==> src/rtl/cursor_draw.sv <==
// cursor_draw
// Overlays a crosshair cursor on a pixel stream coming down the draw chain.
// The cursor position and visibility are sampled once per frame, on the
// rising edge of vertical blanking, so the crosshair never tears mid-frame.
// Timing and pixel data pass through a two-stage pipeline (S1 computes the
// crosshair hit, S2 composites the colour).
//
// Ports
//   clk                     pixel clock, rising-edge active
//   rst                     asynchronous active-high reset
//   hcount_in, vcount_in    pixel column / row (11 bits)
//   hsync_in, vsync_in      sync flags aligned with the counts
//   hblnk_in, vblnk_in      blanking flags aligned with the counts
//   rgb_in                  background colour (12 bits)
//   xpos, ypos              mouse position (12 bits each)
//   cursor_en               crosshair visibility request
//   *_out                   the same timing signals delayed by 2 clocks,
//                           rgb_out carries the composited pixel
module cursor_draw #(
  parameter int          ARM   = 8,
  parameter int          GAP   = 2,
  parameter logic [11:0] COLOR = 12'hF00,
  parameter int          XMAX  = 799,
  parameter int          YMAX  = 599
) (
  input  logic        clk,
  input  logic        rst,
  input  logic [10:0] hcount_in,
  input  logic [10:0] vcount_in,
  input  logic        hsync_in,
  input  logic        vsync_in,
  input  logic        hblnk_in,
  input  logic        vblnk_in,
  input  logic [11:0] rgb_in,
  input  logic [11:0] xpos,
  input  logic [11:0] ypos,
  input  logic        cursor_en,
  output logic [10:0] hcount_out,
  output logic [10:0] vcount_out,
  output logic        hsync_out,
  output logic        vsync_out,
  output logic        hblnk_out,
  output logic        vblnk_out,
  output logic [11:0] rgb_out
);

  localparam logic [11:0] XMAX_W = 12'(XMAX);
  localparam logic [11:0] YMAX_W = 12'(YMAX);
  localparam logic [11:0] XMID_W = 12'(XMAX / 2);
  localparam logic [11:0] YMID_W = 12'(YMAX / 2);
  localparam logic [11:0] ARM_W  = 12'(ARM);
  localparam logic [11:0] GAP_W  = 12'(GAP);

  // frame-rate cursor state
  logic        vblnk_d_r;
  logic [11:0] pos_x_r;
  logic [11:0] pos_y_r;
  logic        en_q_r;

  // combinational S1 inputs
  logic        vedge_s;
  logic [11:0] xclamp_s;
  logic [11:0] yclamp_s;
  logic [11:0] hpix_s;
  logic [11:0] vpix_s;
  logic [11:0] dx_s;
  logic [11:0] dy_s;
  logic        hit_s;

  // stage S1 registers
  logic [10:0] hcount_s1_r;
  logic [10:0] vcount_s1_r;
  logic        hsync_s1_r;
  logic        vsync_s1_r;
  logic        hblnk_s1_r;
  logic        vblnk_s1_r;
  logic [11:0] rgb_s1_r;
  logic        hit_s1_r;

  // Vblank rising edge, position clamp and unsigned distances to the centre.
  always_comb begin
    vedge_s = vblnk_in & ~vblnk_d_r;

    // full 12-bit compare so out-of-range mouse values pin to the edge
    if (xpos > XMAX_W) begin
      xclamp_s = XMAX_W;
    end else begin
      xclamp_s = xpos;
    end
    if (ypos > YMAX_W) begin
      yclamp_s = YMAX_W;
    end else begin
      yclamp_s = ypos;
    end

    hpix_s = {1'b0, hcount_in};
    vpix_s = {1'b0, vcount_in};

    // absolute difference without wrap: arms are clipped, never folded over
    if (hpix_s >= pos_x_r) begin
      dx_s = hpix_s - pos_x_r;
    end else begin
      dx_s = pos_x_r - hpix_s;
    end
    if (vpix_s >= pos_y_r) begin
      dy_s = vpix_s - pos_y_r;
    end else begin
      dy_s = pos_y_r - vpix_s;
    end

    hit_s = 1'b0;
    if (!en_q_r) begin
      hit_s = 1'b0;
    end else if ((dx_s == 12'd0) && (dy_s >= GAP_W) && (dy_s <= ARM_W)) begin
      hit_s = 1'b1;
    end else if ((dy_s == 12'd0) && (dx_s >= GAP_W) && (dx_s <= ARM_W)) begin
      hit_s = 1'b1;
    end else begin
      hit_s = 1'b0;
    end
  end

  // Latch cursor position and visibility once per frame at the vblank edge.
  always_ff @(posedge clk or posedge rst) begin
    if (rst) begin
      vblnk_d_r <= 1'b0;
      pos_x_r   <= XMID_W;
      pos_y_r   <= YMID_W;
      en_q_r    <= 1'b0;
    end else begin
      vblnk_d_r <= vblnk_in;
      if (vedge_s) begin
        pos_x_r <= xclamp_s;
        pos_y_r <= yclamp_s;
        en_q_r  <= cursor_en;
      end else begin
        pos_x_r <= pos_x_r;
        pos_y_r <= pos_y_r;
        en_q_r  <= en_q_r;
      end
    end
  end

  // Stage S1: register timing, background colour and the crosshair hit.
  always_ff @(posedge clk or posedge rst) begin
    if (rst) begin
      hcount_s1_r <= 11'd0;
      vcount_s1_r <= 11'd0;
      hsync_s1_r  <= 1'b0;
      vsync_s1_r  <= 1'b0;
      hblnk_s1_r  <= 1'b0;
      vblnk_s1_r  <= 1'b0;
      rgb_s1_r    <= 12'h000;
      hit_s1_r    <= 1'b0;
    end else begin
      hcount_s1_r <= hcount_in;
      vcount_s1_r <= vcount_in;
      hsync_s1_r  <= hsync_in;
      vsync_s1_r  <= vsync_in;
      hblnk_s1_r  <= hblnk_in;
      vblnk_s1_r  <= vblnk_in;
      rgb_s1_r    <= rgb_in;
      hit_s1_r    <= hit_s;
    end
  end

  // Stage S2: composite the pixel; blanking always forces black.
  always_ff @(posedge clk or posedge rst) begin
    if (rst) begin
      hcount_out <= 11'd0;
      vcount_out <= 11'd0;
      hsync_out  <= 1'b0;
      vsync_out  <= 1'b0;
      hblnk_out  <= 1'b0;
      vblnk_out  <= 1'b0;
      rgb_out    <= 12'h000;
    end else begin
      hcount_out <= hcount_s1_r;
      vcount_out <= vcount_s1_r;
      hsync_out  <= hsync_s1_r;
      vsync_out  <= vsync_s1_r;
      hblnk_out  <= hblnk_s1_r;
      vblnk_out  <= vblnk_s1_r;
      if (hblnk_s1_r | vblnk_s1_r) begin
        rgb_out <= 12'h000;
      end else if (hit_s1_r) begin
        rgb_out <= COLOR;
      end else begin
        rgb_out <= rgb_s1_r;
      end
    end
  end

endmodule

==> config.mk <==
export PLATFORM = sky130hd
export DESIGN_NAME = cursor_draw
export DESIGN_NICKNAME = d
export VERILOG_FILES = /design/src/rtl/cursor_draw.sv
export SDC_FILE = /design/constraint.sdc
export NUM_CORES = 1
export LEC_CHECK = 0
export CORE_ASPECT_RATIO = 1.25
export CORE_UTILIZATION = 55
export CTS_BUF_LIST = sky130_fd_sc_hd__clkbuf_16
export CTS_CLUSTER_SIZE = 12
export DETAILED_ROUTE_END_ITERATION = 10
export DONT_BUFFER_PORTS = 1
export GPL_TIMING_DRIVEN = 0
export PLACE_DENSITY = 0.7
export REMOVE_ABC_BUFFERS = 1
export SYNTH_ARGS = -nofsm -noshare
export SYNTH_HDL_FRONTEND = slang
export SYNTH_SLANG_ARGS = --single-unit
==> constraint.sdc <==
create_clock -name clk -period 5.7 [get_ports clk]
set_input_delay 1.14 -clock clk [delete_from_list [all_inputs] [get_ports clk]]
set_output_delay 1.14 -clock clk [all_outputs]
set_load 0.02 [all_outputs]
==> reports/results.txt <==
Outcome: finished, final reports clean
Cell count after synthesis: 531
Clk_lat worst skew: 350 ps
Fraction of registers with async set/reset: 100%
Post-CTS Setup Inserts: 0
Worst setup path class: in2reg
Syn_area_per_cell: 10.1 µm²
Finished Layout Cells: 654
Length of the first detailed-routing pass in iterations: 4
Worst Max-Slew Pin Slew: 983 ps
Gpl congestion: 0.831
Share of layout cells above drive strength 1: 7.34%
Pwr/cell area: 296 nW/µm²
Warnings from Yosys: 0
Crit end category: flip-flop
Setup Total Neg Slack: 0 ps
Pleak: 2.76 nW
Vias per cell: 5.74
IO Count: 103
FP Rows: 39
Worst Skew: 3.79 ps
Met1 wire length: 4.43 mm
Crit path time final: 3600 ps
CTS buffer count: 9
Largest net degree at the start of global routing: 64
EDFF count, synth: 0
Peak Freq: 0.278 GHz
Clk pin slew, worst setup/hold paths: 70 ps
Critical path required time: 5960 ps
RSZ-0062 raised after global routing: false
Drt wl/cell: 16.6 µm
Top routing layer in use: met4
Starting density of the core: 57.5%
Die extent in y: 112 µm
Most common cell in the synthesized netlist: dfrtp_1
Critical Path Start: hcount_in[0]
Post-synth top area share: 42.5%
Root Buffer: clkbuf_16
CP Data Arrival Time: 3860 ps
Critical path peak fanout: 9
Clk sinks: 102
CTS H-Tree Depth: 3
Setup violators final: 0
Vias in the first global route: 3799
Met2 routed WL: 5.62 mm
Sequential area share after synthesis: 47.9%
Core area: 9320 µm²
Diodes inserted: 0
Nets: 639
Gr ovfl total: 0
Area growth syn-to-layout: 7.51%
Pins Over Slew Limit: 0
Yosys reg bits: 102
CTS resizes: 0
Initial antenna violation count: 0
First-pass GRT wire length: 17.8 mm
Slew HR: 34.3%
Startpoint Class: input port
Top post-synthesis cells by area: dfrtp_1, ha_1, dfstp_2, inv_1, a21oi_1
Die area: 10200 µm²
Placed Cells: 638
Final WS setup: 2100 ps
Port bufs: 0
Initial detailed-routing violation count: 96
Peak supply drop: 0.195 mV
Hold Startpoint: vcount_s1_r[1]
Top cells by instance count after synthesis: dfrtp_1, inv_1, ha_1, nor2_1, a21oi_1
Distinct cell type count after synthesis: 63
Routed wl met3: 541 µm
CTS tree: built
DP Worst Slack: 1750 ps
DRC errors left: 0
Class of the worst hold path: reg2reg
Synth Flop Type: dfrtp_1
Tcrit/Tclk final: 63.2%
Drt total wl: 10.8 mm
Reg-to-Reg Start: pos_x_r[0]
CTS Buffer Depth: 2
Final ANT Viol Nets: 0
Dpl hpwl: 8.09 mm
Max-cap violations: 0
Hold Fails Final Rpt: 0
Vias after detailed routing: 3755
Post-synth top area cell: dfrtp_1
Die Wd: 90.3 µm
Min Hold Slack: 350 ps
GRT Overall Usage: 22.6%
Hold-fix buffers, CTS: 0
Area of the mapped netlist: 5360 µm²
[logic make-up after synthesis]
logic type | after synthesis | share of synthesized area [%]
flip-flops | 102 | 47.9
multiplexers | 5 | 0.957
adder cells (fa/ha/maj) | 48 | 11.8
buffers and inverters | 77 | 5.67
AND/OR/NAND/NOR | 141 | 13.1
AO/OA/AOI/OAI | 140 | 17.7
XOR/XNOR | 18 | 2.94
[registers in the layout, summed over array words and instances (netlist names), 11 cells and up]
| register | flops |
|---|---|
| rgb_out | 12 |
| hcount_s1_r | 11 |
| rgb_s1_r | 12 |
| hcount_out | 11 |
| vcount_s1_r | 11 |
| pos_x_r | 12 |
| vcount_out | 11 |
| pos_y_r | 12 |
[stage by stage]
step / util, % / area, µm² / total power [W]
after floorplan: - / 5280 / 0.00105
after global placement: 58.3 / 5440 / 0.00110
after detailed placement: 58.7 / 5470 / 0.00112
after CTS: 61.9 / 5770 / 0.00172
after global routing: 61.9 / 5770 / 0.00179
final: 61.9 / 5770 / 0.00171
[where the power goes]
| part | switching [W] | internal, W | total (W) |
|---|---|---|---|
| registers | 0.0000313 | 0.000763 | 0.000794 |
| logic | 0.000186 | 0.000125 | 0.000311 |
| clock network | 0.000292 | 0.000311 | 0.000603 |
[final cells by class]
| cell class | instances | area, µm² |
|---|---|---|
| well taps | 123 | 154 |
| multi-input cells | 352 | 2490 |
| flip-flops and latches | 102 | 2570 |
| clock buffers | 9 | 225 |
| repair buffers | 1 | 27.5 |
| clock inverters | 7 | 72.6 |
| fillers | 795 | 3550 |
| inverters | 60 | 228 |
[placed cells by master (no fill, tap or decap), drive strengths merged, types with 6 or more instances in the layout]
cell type  instances
and3               7
o21ai             27
dfstp             11
a21o              18
ha                44
inv               64
xnor2             14
a21oi             38
nor3              12
nor2              44
nand2b             6
nor2b              6
dfrtp             91
nand3              6
clkbuf             9
and2              16
a211oi             7
o21a              10
nand2             28
[metal layers]
layer	global-route usage, %	up-vias
met4	9.35	0
met2	40.8	119
met3	5.08	22
met5	0	-
li1	-	1812
met1	25.7	1802
[worst max-delay path, cell delays in order]
cell and delay (ps):
inv_1 30, ha_1 150, inv_1 50, fa_1 400
a21o_1 190, a21oi_1 270, a211o_1 340, nand2_4 150
a2111o_1 370, a31oi_1 230, xnor2_1 150, o2111ai_1 170
a311oi_2 210
[worst paths after layout]
check | slack (ps) | depth (start not counted) | to
min in group asynchronous | 690 | 1 | vcount_out[5]
max | 2100 | 13 | hit_s1_r
max reg2reg | 2400 | 12 | hit_s1_r
max in group asynchronous | 4310 | 2 | pos_x_r[3]
min reg2reg | 350 | 0 | vcount_out[1]
min | 350 | 0 | vcount_out[1]
Note: power is estimated with default switching activity, not from simulation.
